===== config.mk =====
export PLATFORM = sky130hd
export DESIGN_NAME = dtr_responder
export DESIGN_NICKNAME = d
export VERILOG_FILES = /design/src/rtl/dtr_responder.sv
export SDC_FILE = /design/constraint.sdc
export NUM_CORES = 1
export LEC_CHECK = 0
export CORE_MARGIN = 1
export CORE_UTILIZATION = 45
export DETAILED_ROUTE_END_ITERATION = 6
export GPL_ROUTABILITY_DRIVEN = 0
export PLACE_DENSITY = 0.74
export SLEW_MARGIN = 20
export SYNTH_ARGS = -nofsm -noshare
export SYNTH_HDL_FRONTEND = slang
export SYNTH_SLANG_ARGS = --single-unit

===== constraint.sdc =====
create_clock -name i_Clk -period 1.7 [get_ports i_Clk]
set_input_delay 0.34 -clock i_Clk [delete_from_list [all_inputs] [get_ports i_Clk]]
set_output_delay 0.34 -clock i_Clk [all_outputs]
set_load 0.005 [all_outputs]

===== src/rtl/dtr_responder.sv =====
// Behavioural stand-in for the on-die digital temperature readout primitive.
// It answers the controller's start-pulse/readout handshake. A start pulse is
// qualified by its minimum width. A timed conversion follows, and the result
// is then presented as {done, 1'b0, code[5:0]}. In ramp mode the reported code
// comes from an internal counter. That gives the controller a changing value
// without any external stimulus.

module dtr_responder #(
    parameter int SYSTEM_FREQUENCY = 15000000,
    parameter int CONVERSION_US    = 10,
    parameter int MIN_PULSE_CYCLES = 4
) (
    input  logic       i_Clk,
    input  logic       i_Rstn,
    input  logic       i_StartPulse,
    input  logic [5:0] i_TempCode,
    input  logic       i_RampEnable,
    output logic [7:0] o_DtrOut,
    output logic       o_Busy,
    output logic       o_Error
);

    // Number of clocks spent in CONVERT; the integer division mirrors how the
    // controller derives its own timeout, so both sides agree on the figure.
    localparam int CONV_CYCLES = SYSTEM_FREQUENCY / 1000000 * CONVERSION_US;
    localparam int CONV_W      = (CONV_CYCLES > 1) ? $clog2(CONV_CYCLES) : 1;
    localparam int PULSE_W     = $clog2(MIN_PULSE_CYCLES + 1);

    localparam logic [CONV_W-1:0]  CONV_LAST    = CONV_W'(CONV_CYCLES - 1);
    localparam logic [PULSE_W-1:0] PULSE_ACCEPT = PULSE_W'(MIN_PULSE_CYCLES - 1);

    typedef enum logic [1:0] {
        IDLE    = 2'd0,
        ARM     = 2'd1,
        CONVERT = 2'd2,
        DONE    = 2'd3
    } state_t;

    state_t             state;
    logic [1:0]         rst_pipe;
    logic               rst_n;
    logic               start_meta;
    logic               start_sync;
    logic               start_prev;
    logic               start_rise;
    logic [PULSE_W-1:0] pulse_cnt;
    logic [CONV_W-1:0]  conv_cnt;
    logic [5:0]         ramp;
    logic [5:0]         snapshot;
    logic               snap_from_ramp;

    // Reset asserts asynchronously but releases two clocks after the pin, so
    // every flop below leaves reset on the same clean edge.
    always_ff @(posedge i_Clk or negedge i_Rstn) begin
        if (!i_Rstn) begin
            rst_pipe <= 2'b00;
        end else begin
            rst_pipe <= {rst_pipe[0], 1'b1};
        end
    end

    assign rst_n = rst_pipe[1];

    // Two-flop synchronizer for the asynchronous start pin, plus one more
    // stage holding the previous synced level for edge detection.
    always_ff @(posedge i_Clk or negedge rst_n) begin
        if (!rst_n) begin
            start_meta <= 1'b0;
            start_sync <= 1'b0;
            start_prev <= 1'b0;
        end else begin
            start_meta <= i_StartPulse;
            start_sync <= start_meta;
            start_prev <= start_sync;
        end
    end

    assign start_rise = start_sync & ~start_prev;

    // Handshake state machine. All outputs are registered here, and so are the
    // pulse and conversion counters, the code snapshot and the ramp counter.
    always_ff @(posedge i_Clk or negedge rst_n) begin
        if (!rst_n) begin
            state          <= IDLE;
            o_DtrOut       <= 8'h00;
            o_Busy         <= 1'b0;
            o_Error        <= 1'b0;
            pulse_cnt      <= '0;
            conv_cnt       <= '0;
            ramp           <= 6'd0;
            snapshot       <= 6'd0;
            snap_from_ramp <= 1'b0;
        end else begin
            case (state)
                // DONE keeps the last result on the bus until a new start
                // arrives. Only the done bit drops then; the code bits stay.
                IDLE, DONE: begin
                    if (start_rise) begin
                        state       <= ARM;
                        o_DtrOut[7] <= 1'b0;
                        o_Busy      <= 1'b1;
                        pulse_cnt   <= PULSE_W'(1);
                    end
                end

                // The pulse must stay high long enough to count as a start.
                // A pulse that is too short is a protocol error, not a request.
                ARM: begin
                    if (start_sync) begin
                        pulse_cnt <= pulse_cnt + PULSE_W'(1);
                        if (pulse_cnt >= PULSE_ACCEPT) begin
                            state          <= CONVERT;
                            conv_cnt       <= '0;
                            snapshot       <= i_RampEnable ? ramp : i_TempCode;
                            snap_from_ramp <= i_RampEnable;
                        end
                    end else begin
                        state   <= IDLE;
                        o_Busy  <= 1'b0;
                        o_Error <= 1'b1;
                    end
                end

                // A new start during a conversion is flagged but ignored.
                // The running conversion always finishes on schedule.
                CONVERT: begin
                    if (start_rise) begin
                        o_Error <= 1'b1;
                    end
                    if (conv_cnt == CONV_LAST) begin
                        state    <= DONE;
                        o_Busy   <= 1'b0;
                        o_DtrOut <= {1'b1, 1'b0, snapshot};
                        if (snap_from_ramp) begin
                            ramp <= ramp + 6'd1;
                        end
                    end else begin
                        conv_cnt <= conv_cnt + CONV_W'(1);
                    end
                end

                default: begin
                    state  <= IDLE;
                    o_Busy <= 1'b0;
                end
            endcase
        end
    end

endmodule


==> run summary, run 1 <==
Count leader, synth -> sky130_fd_sc_hd__dfrtp_1
Effective utilization at floorplan -> 47.58%
Static leakage power -> 1.175 nW
Post-detailed-routing wire length -> 4260 microns
Synthesized area -> 0.001931 sq mm
Flops & latches, synth -> 40
HPWL reported at the end of detailed placement -> 2830 microns
Highest attainable clock frequency -> 0.5578 GHz
Xor-xnor portion of the synthesized cell area -> 2.268%
Vias per cell -> 5.625
Overflow left after global routing -> 0
Pin count of the biggest net entering global routing -> 21
Fin. max-slew vios -> 0
Final nets -> 244
Global-route usage over all layers -> 20.99%
Min-Delay Path Class -> input pin to async pin
Fin worst setup slack -> -0.09292 ns
Total die area -> 0.004556 sq mm
Number of rows in the core area -> 23
Clock transition at the register clock pins on the worst setup and hold paths after CTS -> 0.07 ns
Number of clock sinks -> 40
Post-synthesis area per instance -> 10.85 sq um
Via count -> 1558
Initial DRC Count -> 72
Timing startpoint of the critical path -> pulse_cnt[1]$_DFFE_PN0P_
Max-cap check violation count -> 0
Syn Nets -> 196
Number of global-route vias before repair -> 1552
Post-detailed-route wirelength per cell -> 15.38 microns
Violated checks -> negative setup slack
Final clock period utilization by the worst path -> 105.5%
Family of cells with the greatest summed delay on the critical path -> simple AND/OR/NAND/NOR gates
Fin cells -> 277
Clock latency of the later-clocked register in the worst-skew pair -> 0.30 ns
Number of nets with antenna violations after routing -> 0
Adder-Cell Fraction of Synth Area -> 5.185%
Yosys warnings -> 0
Critical path, cell by cell -> ha_4 > ha_4 > a211o_1 > a2bb2oi_2 > buf_6 > or4_4 > a21boi_2
Cell types with the largest area share after synthesis -> sky130_fd_sc_hd__dfrtp_1, sky130_fd_sc_hd__ha_1, sky130_fd_sc_hd__mux2_2
Worst supply voltage drop on vdd -> 965.9 uV
Status -> finished, violations left
Delay contributed by the slowest stage of the critical path -> 0.47 ns
Origin of the critical flop-to-flop path -> pulse_cnt[1]$_DFFE_PN0P_
Share of the yosys chip area belonging to registers -> 51.85%
Number of DRC violations after detailed routing -> 0
Final antenna diode count -> 0
Maximum count of clock buffers along a single path -> 2
Height of the die -> 67.50 microns
Most numerous cell on the critical path -> sky130_fd_sc_hd__ha_4
Number of buffer and inverter stages on the critical path -> 1
Number of I/O pins -> 20
Ratio of total power to cell area -> 1354 mW/mm^2
Synthesized instance count -> 178
Count of flip-flops with a built-in enable after synthesis -> 0
Post-route clock skew -> 0.005648 ns
Kind of launch point of the worst setup path -> flop
Synth async-reset ratio -> 100.0%
First-pass detailed-route iteration total -> 4
Endpoint type of the worst setup path -> flop
RSZ-0062 raised after global routing -> yes
Biggest fanout along the worst timing path -> 7
Hold Violations, Final -> 0
Number of fill cells in the layout -> 288
Fraction of synthesized area in multiplexers -> 7.712%
Top-area cell type share of the netlist area -> 51.85%
Arr. time, crit path -> 2.02 ns
Synthesized-area fraction occupied by and/or/nand/nor cells -> 16.85%
Data required time at the worst endpoint -> 1.93 ns
Setup slack after placement -> -0.1405 ns
Worst-path cell with the longest stage delay -> sky130_fd_sc_hd__or4_4
Global-route wire length before repair -> 6913 microns
Number of placed instances, taps included -> 261
Synth area leader -> sky130_fd_sc_hd__dfrtp_1
Worst hold margin -> 0.1998 ns
Commonest cells in the netlist -> sky130_fd_sc_hd__dfrtp_1, sky130_fd_sc_hd__nand2_1, sky130_fd_sc_hd__nor2_1
Core region area -> 0.004058 sq mm
Total of buffers placed on input and output ports -> 18
Clock tree from TritonCTS -> built
H-tree levels -> 2
Critical path class -> flop to flop
Clk root buf -> sky130_fd_sc_hd__clkbuf_8
Tmin final -> 1.793 ns
Number of unique standard cell types used by synthesis -> 44
Share of cells above drive strength 1 -> 28.63%
Count of final setup violators -> 5
Antenna violations before repair -> 0
Inserted Clock Buffers -> 5
Width of the die -> 67.50 microns
Combinational family with the most area after synthesis -> simple AND/OR/NAND/NOR gates
Most used DFF post-synth -> sky130_fd_sc_hd__dfrtp_1
Fraction of the mapped netlist area in compound gates -> 12.25%
Layout-stage area growth over the synthesis result -> 33.83%
[where the power goes]
group	internal, mW	switching [mW]	total [mW]
sequential	1.13	0.127	1.25
clock	0.435	0.327	0.762
combinational	0.751	0.732	1.48
total	2.31	1.19	3.50
[cells in the final DEF, fill, tap and decap left out, types with 6 or more instances in the layout]
cell	instances
sky130_fd_sc_hd__buf_4	24
sky130_fd_sc_hd__clkdlybuf4s50_1	18
sky130_fd_sc_hd__nand3_1	9
sky130_fd_sc_hd__dfrtp_1	40
sky130_fd_sc_hd__inv_1	6
sky130_fd_sc_hd__mux2i_1	7
sky130_fd_sc_hd__nand2_1	16
sky130_fd_sc_hd__mux2_2	7
sky130_fd_sc_hd__a21oi_1	10
sky130_fd_sc_hd__nor2_1	11
[final timing paths]
| path | endpoint | slack [ns] | cells past startpoint |
|---|---|---|---|
| worst max-delay path | conv_cnt[3]$_DFFE_PN0P_ | -0.09 | 7 |
| worst min-delay path | rst_pipe[0]$_DFF_PN0_ | 0.20 | 1 |
| worst max register to register | conv_cnt[3]$_DFFE_PN0P_ | -0.09 | 7 |
| worst min register to register | snapshot[2]$_DFFE_PN0P_ | 0.22 | 1 |
| max in group asynchronous | conv_cnt[5]$_DFFE_PN0P_ | 1.25 | 1 |
| min in group i_Clk | start_sync$_DFF_PN0_ | 0.36 | 0 |
[sequential cells by signal (all words and copies together), names as in the netlist]
| signal | flops |
|---|---|
| o_DtrOut | 7 |
| o_Error | 1 |
| conv_cnt | 8 |
| start_meta | 1 |
| rst_pipe | 2 |
| start_prev | 1 |
| start_sync | 1 |
| pulse_cnt | 3 |
| state | 2 |
| ramp | 6 |
| o_Busy | 1 |
| snapshot | 6 |
| snap_from_ramp | 1 |
[cell type report]
class	count	area, sq um	area share (%)
Timing Repair Buffer	47	416.7	16.13
Inverter	7	28.78	1.114
Tap cell	50	62.56	2.421
Sequential cell	40	1001	38.74
Clock buffer	6	72.57	2.809
Multi-Input combinational cell	125	967.2	37.43
Clock inverter	2	35.03	1.356
[metal layers]
metal	part of all wire, %	global-route usage (%)
met4	3.3	10.90
met5	0	0
met2	50	34.90
met1	42	24.65
met3	4.4	5.574
[cells by family (layout without fill, tap and decap cells)]
kind of cell	after synthesis	after routing
and+or+nand+nor	61	62
DFF	40	40
AOI/OAI and AO/OA	34	34
muxes	14	14
buffers and inverters	14	62
adders and majority gates	8	8
xor gates and xnor gates	5	5
other	2	2
[per-stage QoR]
stage	instance area (sq um)	util [%]	setup TNS [ns]	total power, mW
after floorplan	1958	-	-0.01474	1.959
after global placement	2310	56.92	-0.07437	2.351
after detailed placement	2310	56.92	-0.5563	2.413
after CTS	2509	61.83	-0.06863	3.360
after global routing	2584	63.68	-0.7061	3.730
final	2584	63.68	-0.2984	3.498
[timing repair]
item                                    CTS  global route
gates resized for setup                  10            14
setup buffers                             6             2
pin swaps                                 8             6
gates cloned                              0             1
endpoints found under the setup margin   10            22
hold buffers                              0             0
[worst reg2reg max path, stage by stage, from the launching register on]
cell,delay (ns)
sky130_fd_sc_hd__dfrtp_1,0.42
sky130_fd_sc_hd__ha_4,0.17
sky130_fd_sc_hd__ha_4,0.14
sky130_fd_sc_hd__a211o_1,0.16
sky130_fd_sc_hd__a2bb2oi_2,0.08
sky130_fd_sc_hd__buf_6,0.13
sky130_fd_sc_hd__or4_4,0.48
sky130_fd_sc_hd__a21boi_2,0.15
Power figures use the tool's default switching activity.
==> run 2, diff against run 1 <==
--- a/config.mk
+++ b/config.mk
@@ -5,7 +5,7 @@
 export SDC_FILE = /design/constraint.sdc
 export NUM_CORES = 1
 export LEC_CHECK = 0
-export CORE_MARGIN = 1
+export CORE_MARGIN = 2
 export CORE_UTILIZATION = 45
 export DETAILED_ROUTE_END_ITERATION = 6
 export GPL_ROUTABILITY_DRIVEN = 0
==> run summary, run 2 (synthesis gave the netlist of run 1 again) <==
Status -> finished, violations left (unchanged)
Violated checks -> negative setup slack (unchanged)
Via count -> 1560 (was 1558)
Total of buffers placed on input and output ports -> 18 (unchanged)
Number of nets with antenna violations after routing -> 0 (unchanged)
Number of I/O pins -> 20 (unchanged)
Post-route clock skew -> 0.005339 ns (was 0.005648 ns)
Total die area -> 0.004830 sq mm (was 0.004556 sq mm)
Global-route wire length before repair -> 7714 microns (was 6913 microns)
Critical path class -> flop to flop (unchanged)
Leading cell type in the layout, fill and taps excluded -> sky130_fd_sc_hd__dfrtp_1 (unchanged)
Setup slack after placement -> -0.1771 ns (was -0.1405 ns)
Vias per cell -> 5.673 (was 5.625)
Clock transition at the register clock pins on the worst setup and hold paths after CTS -> 0.08 ns (was 0.07 ns)
Overflow left after global routing -> 0 (unchanged)
Clock latency of the later-clocked register in the worst-skew pair -> 0.30 ns (about the same)
Register with the highest flop count -> conv_cnt (unchanged)
Data required time at the worst endpoint -> 1.92 ns (was 1.93 ns)
Kind of launch point of the worst setup path -> flop (unchanged)
Final design utilization -> 64.20% (was 63.68%)
Global-route usage over all layers -> 19.99% (was 20.99%)
Number of clock sinks -> 40 (unchanged)
Count of final setup violators -> 7 (was 5)
Number of fill cells in the layout -> 306 (was 288)
Initial DRC Count -> 132 (was 72)
Met1 usage -> 23.24% (was 24.65%)
Timing startpoint of the critical path -> pulse_cnt[1]$_DFFE_PN0P_ (unchanged)
Origin of the critical flop-to-flop path -> pulse_cnt[1]$_DFFE_PN0P_ (unchanged)
Final antenna diode count -> 0 (unchanged)
Highest attainable clock frequency -> 0.5654 GHz (was 0.5578 GHz)
Max-cap check violation count -> 0 (unchanged)
H-tree levels -> 2 (unchanged)
Hold Violations, Final -> 0 (unchanged)
Number of DRC violations after detailed routing -> 0 (unchanged)
Width of the die -> 69.50 microns (was 67.50 microns)
Total power consumption of the routed design -> 3.358 mW (was 3.498 mW)
Top library cells by usage in the layout, fill and taps aside -> sky130_fd_sc_hd__dfrtp_1, sky130_fd_sc_hd__buf_4, sky130_fd_sc_hd__clkdlybuf4s50_1, sky130_fd_sc_hd__nand2_1, sky130_fd_sc_hd__nor2_1 (unchanged)
First-pass detailed-route iteration total -> 4 (unchanged)
Pin count of the biggest net entering global routing -> 24 (was 21)
Height of the die -> 69.50 microns (was 67.50 microns)
Post-detailed-route wirelength per cell -> 16.66 microns (was 15.38 microns)
RSZ-0062 raised after global routing -> yes (unchanged)
Number of placed instances, taps included -> 261 (unchanged)
Fin. max-slew vios -> 0 (unchanged)
Critical path, cell by cell -> ha_2 > ha_4 > a211o_1 > buf_4 > o211ai_1 > mux2i_1 (was ha_4 > ha_4 > a211o_1 > a2bb2oi_2 > buf_6 > or4_4 > a21boi_2)
Biggest fanout along the worst timing path -> 2 (was 7)
Fin worst setup slack -> -0.06854 ns (was -0.09292 ns)
GR Util met2 -> 35.04% (was 34.90%)
Post-detailed-routing wire length -> 4581 microns (was 4260 microns)
Share of cells above drive strength 1 -> 30.67% (was 28.63%)
Delay contributed by the slowest stage of the critical path -> 0.40 ns (was 0.47 ns)
Ratio of total power to cell area -> 1289 mW/mm^2 (was 1354 mW/mm^2)
Worst supply voltage drop on vdd -> 721.7 uV (was 965.9 uV)
Clock tree from TritonCTS -> built (unchanged)
Layout-stage area growth over the synthesis result -> 34.93% (was 33.83%)
Layer with the highest usage -> met2 (unchanged)
Worst-path cell with the longest stage delay -> sky130_fd_sc_hd__dfrtp_1 (was sky130_fd_sc_hd__or4_4)
Fin cells -> 275 (was 277)
Number of rows in the core area -> 23 (unchanged)
Min-Delay Path Class -> input pin to async pin (unchanged)
Core region area -> 0.004058 sq mm (unchanged)
Number of buffer and inverter stages on the critical path -> 1 (unchanged)
Final nets -> 242 (was 244)
Clk root buf -> sky130_fd_sc_hd__clkbuf_8 (unchanged)
Final clock period utilization by the worst path -> 104.0% (was 105.5%)
Family of cells with the greatest summed delay on the critical path -> compound AO/OA/AOI/OAI gates (was simple AND/OR/NAND/NOR gates)
Inserted Clock Buffers -> 5 (unchanged)
Number of flip-flops in the largest register -> 8 (unchanged)
Number of global-route vias before repair -> 1669 (was 1552)
Registers with the most flip-flops -> conv_cnt x8, o_DtrOut x7 (unchanged)
Endpoint type of the worst setup path -> flop (unchanged)
HPWL reported at the end of detailed placement -> 3141 microns (was 2830 microns)
Maximum count of clock buffers along a single path -> 2 (unchanged)
Tmin final -> 1.769 ns (was 1.793 ns)
Effective utilization at floorplan -> 47.58% (unchanged)
Arr. time, crit path -> 1.99 ns (was 2.02 ns)
Static leakage power -> 1.182 nW (was 1.175 nW)
Antenna violations before repair -> 0 (unchanged)
CTS Hold Bufs -> 0 (unchanged)
Met3 GRT Util -> 5.087% (was 5.574%)
run 2: changes by cell type in the layout (fill, tap and decap cells not counted), moves of 2 or more:
cell | before | now
sky130_fd_sc_hd__mux2_4 | 0 | 6
sky130_fd_sc_hd__buf_4 | 24 | 21
sky130_fd_sc_hd__ha_2 | 2 | 4
sky130_fd_sc_hd__ha_4 | 3 | 1
sky130_fd_sc_hd__or4_1 | 2 | 0
sky130_fd_sc_hd__or4_4 | 1 | 3
sky130_fd_sc_hd__clkinvlp_4 | 0 | 2
sky130_fd_sc_hd__mux2_2 | 7 | 1
sky130_fd_sc_hd__nand2_2 | 2 | 0
run 2: worst paths after layout:
kind                                                end  slack [ns]  cells past startpoint
worst min-delay path              rst_pipe[0]$_DFF_PN0_        0.20                      1
min in group i_Clk                 start_sync$_DFF_PN0_        0.35                      0
worst max-delay path               state[0]$_DFFE_PN0P_       -0.07                      6
worst min register to register  snapshot[4]$_DFFE_PN0P_        0.21                      1
worst max register to register     state[0]$_DFFE_PN0P_       -0.07                      6
max in group asynchronous            o_Busy$_DFFE_PN0P_        1.21                      1
run 2: layer usage:
layer  up-vias  part of all wire (%)
li1        730                     -
met1       780                    40
met2        40                    54
met3        10                   4.4
met4         0                   1.7
met5         -                     0
run 2: stage by stage:
stage	cell area, sq um	hold slack, ns	setup TNS (ns)
floorplan	1958	0.04441	-0.01474
global placement	2310	0.1997	-0.07370
detailed placement	2310	0.2092	-0.6052
CTS	2497	0.1868	-0.2650
global route	2605	0.1869	-1.617
finish	2605	0.1953	-0.2913
run 2: power breakdown:
group	switching (mW)	internal, mW	total, mW
sequential	0.121	1.13	1.25
combinational	0.728	0.715	1.44
clock	0.339	0.328	0.667
total	1.19	2.17	3.36
run 2: what timing repair did:
item	in CTS	in global routing
pin swaps	9	9
setup endpoints to repair	16	22
gates resized for setup	14	24
buffers inserted	5	0
cloned	1	0
run 2: final cells by class:
class                   instances  area [sq um]  share of cell area (%)
repair buffers                 45         405.4                   15.56
flip-flops and latches         40          1001                   38.42
multi-input cells             125          1010                   38.76
clock inverters                 2         15.01                  0.5764
clock buffers                   6         82.58                   3.170
inverters                       7         28.78                   1.105
well taps                      50         62.56                   2.402
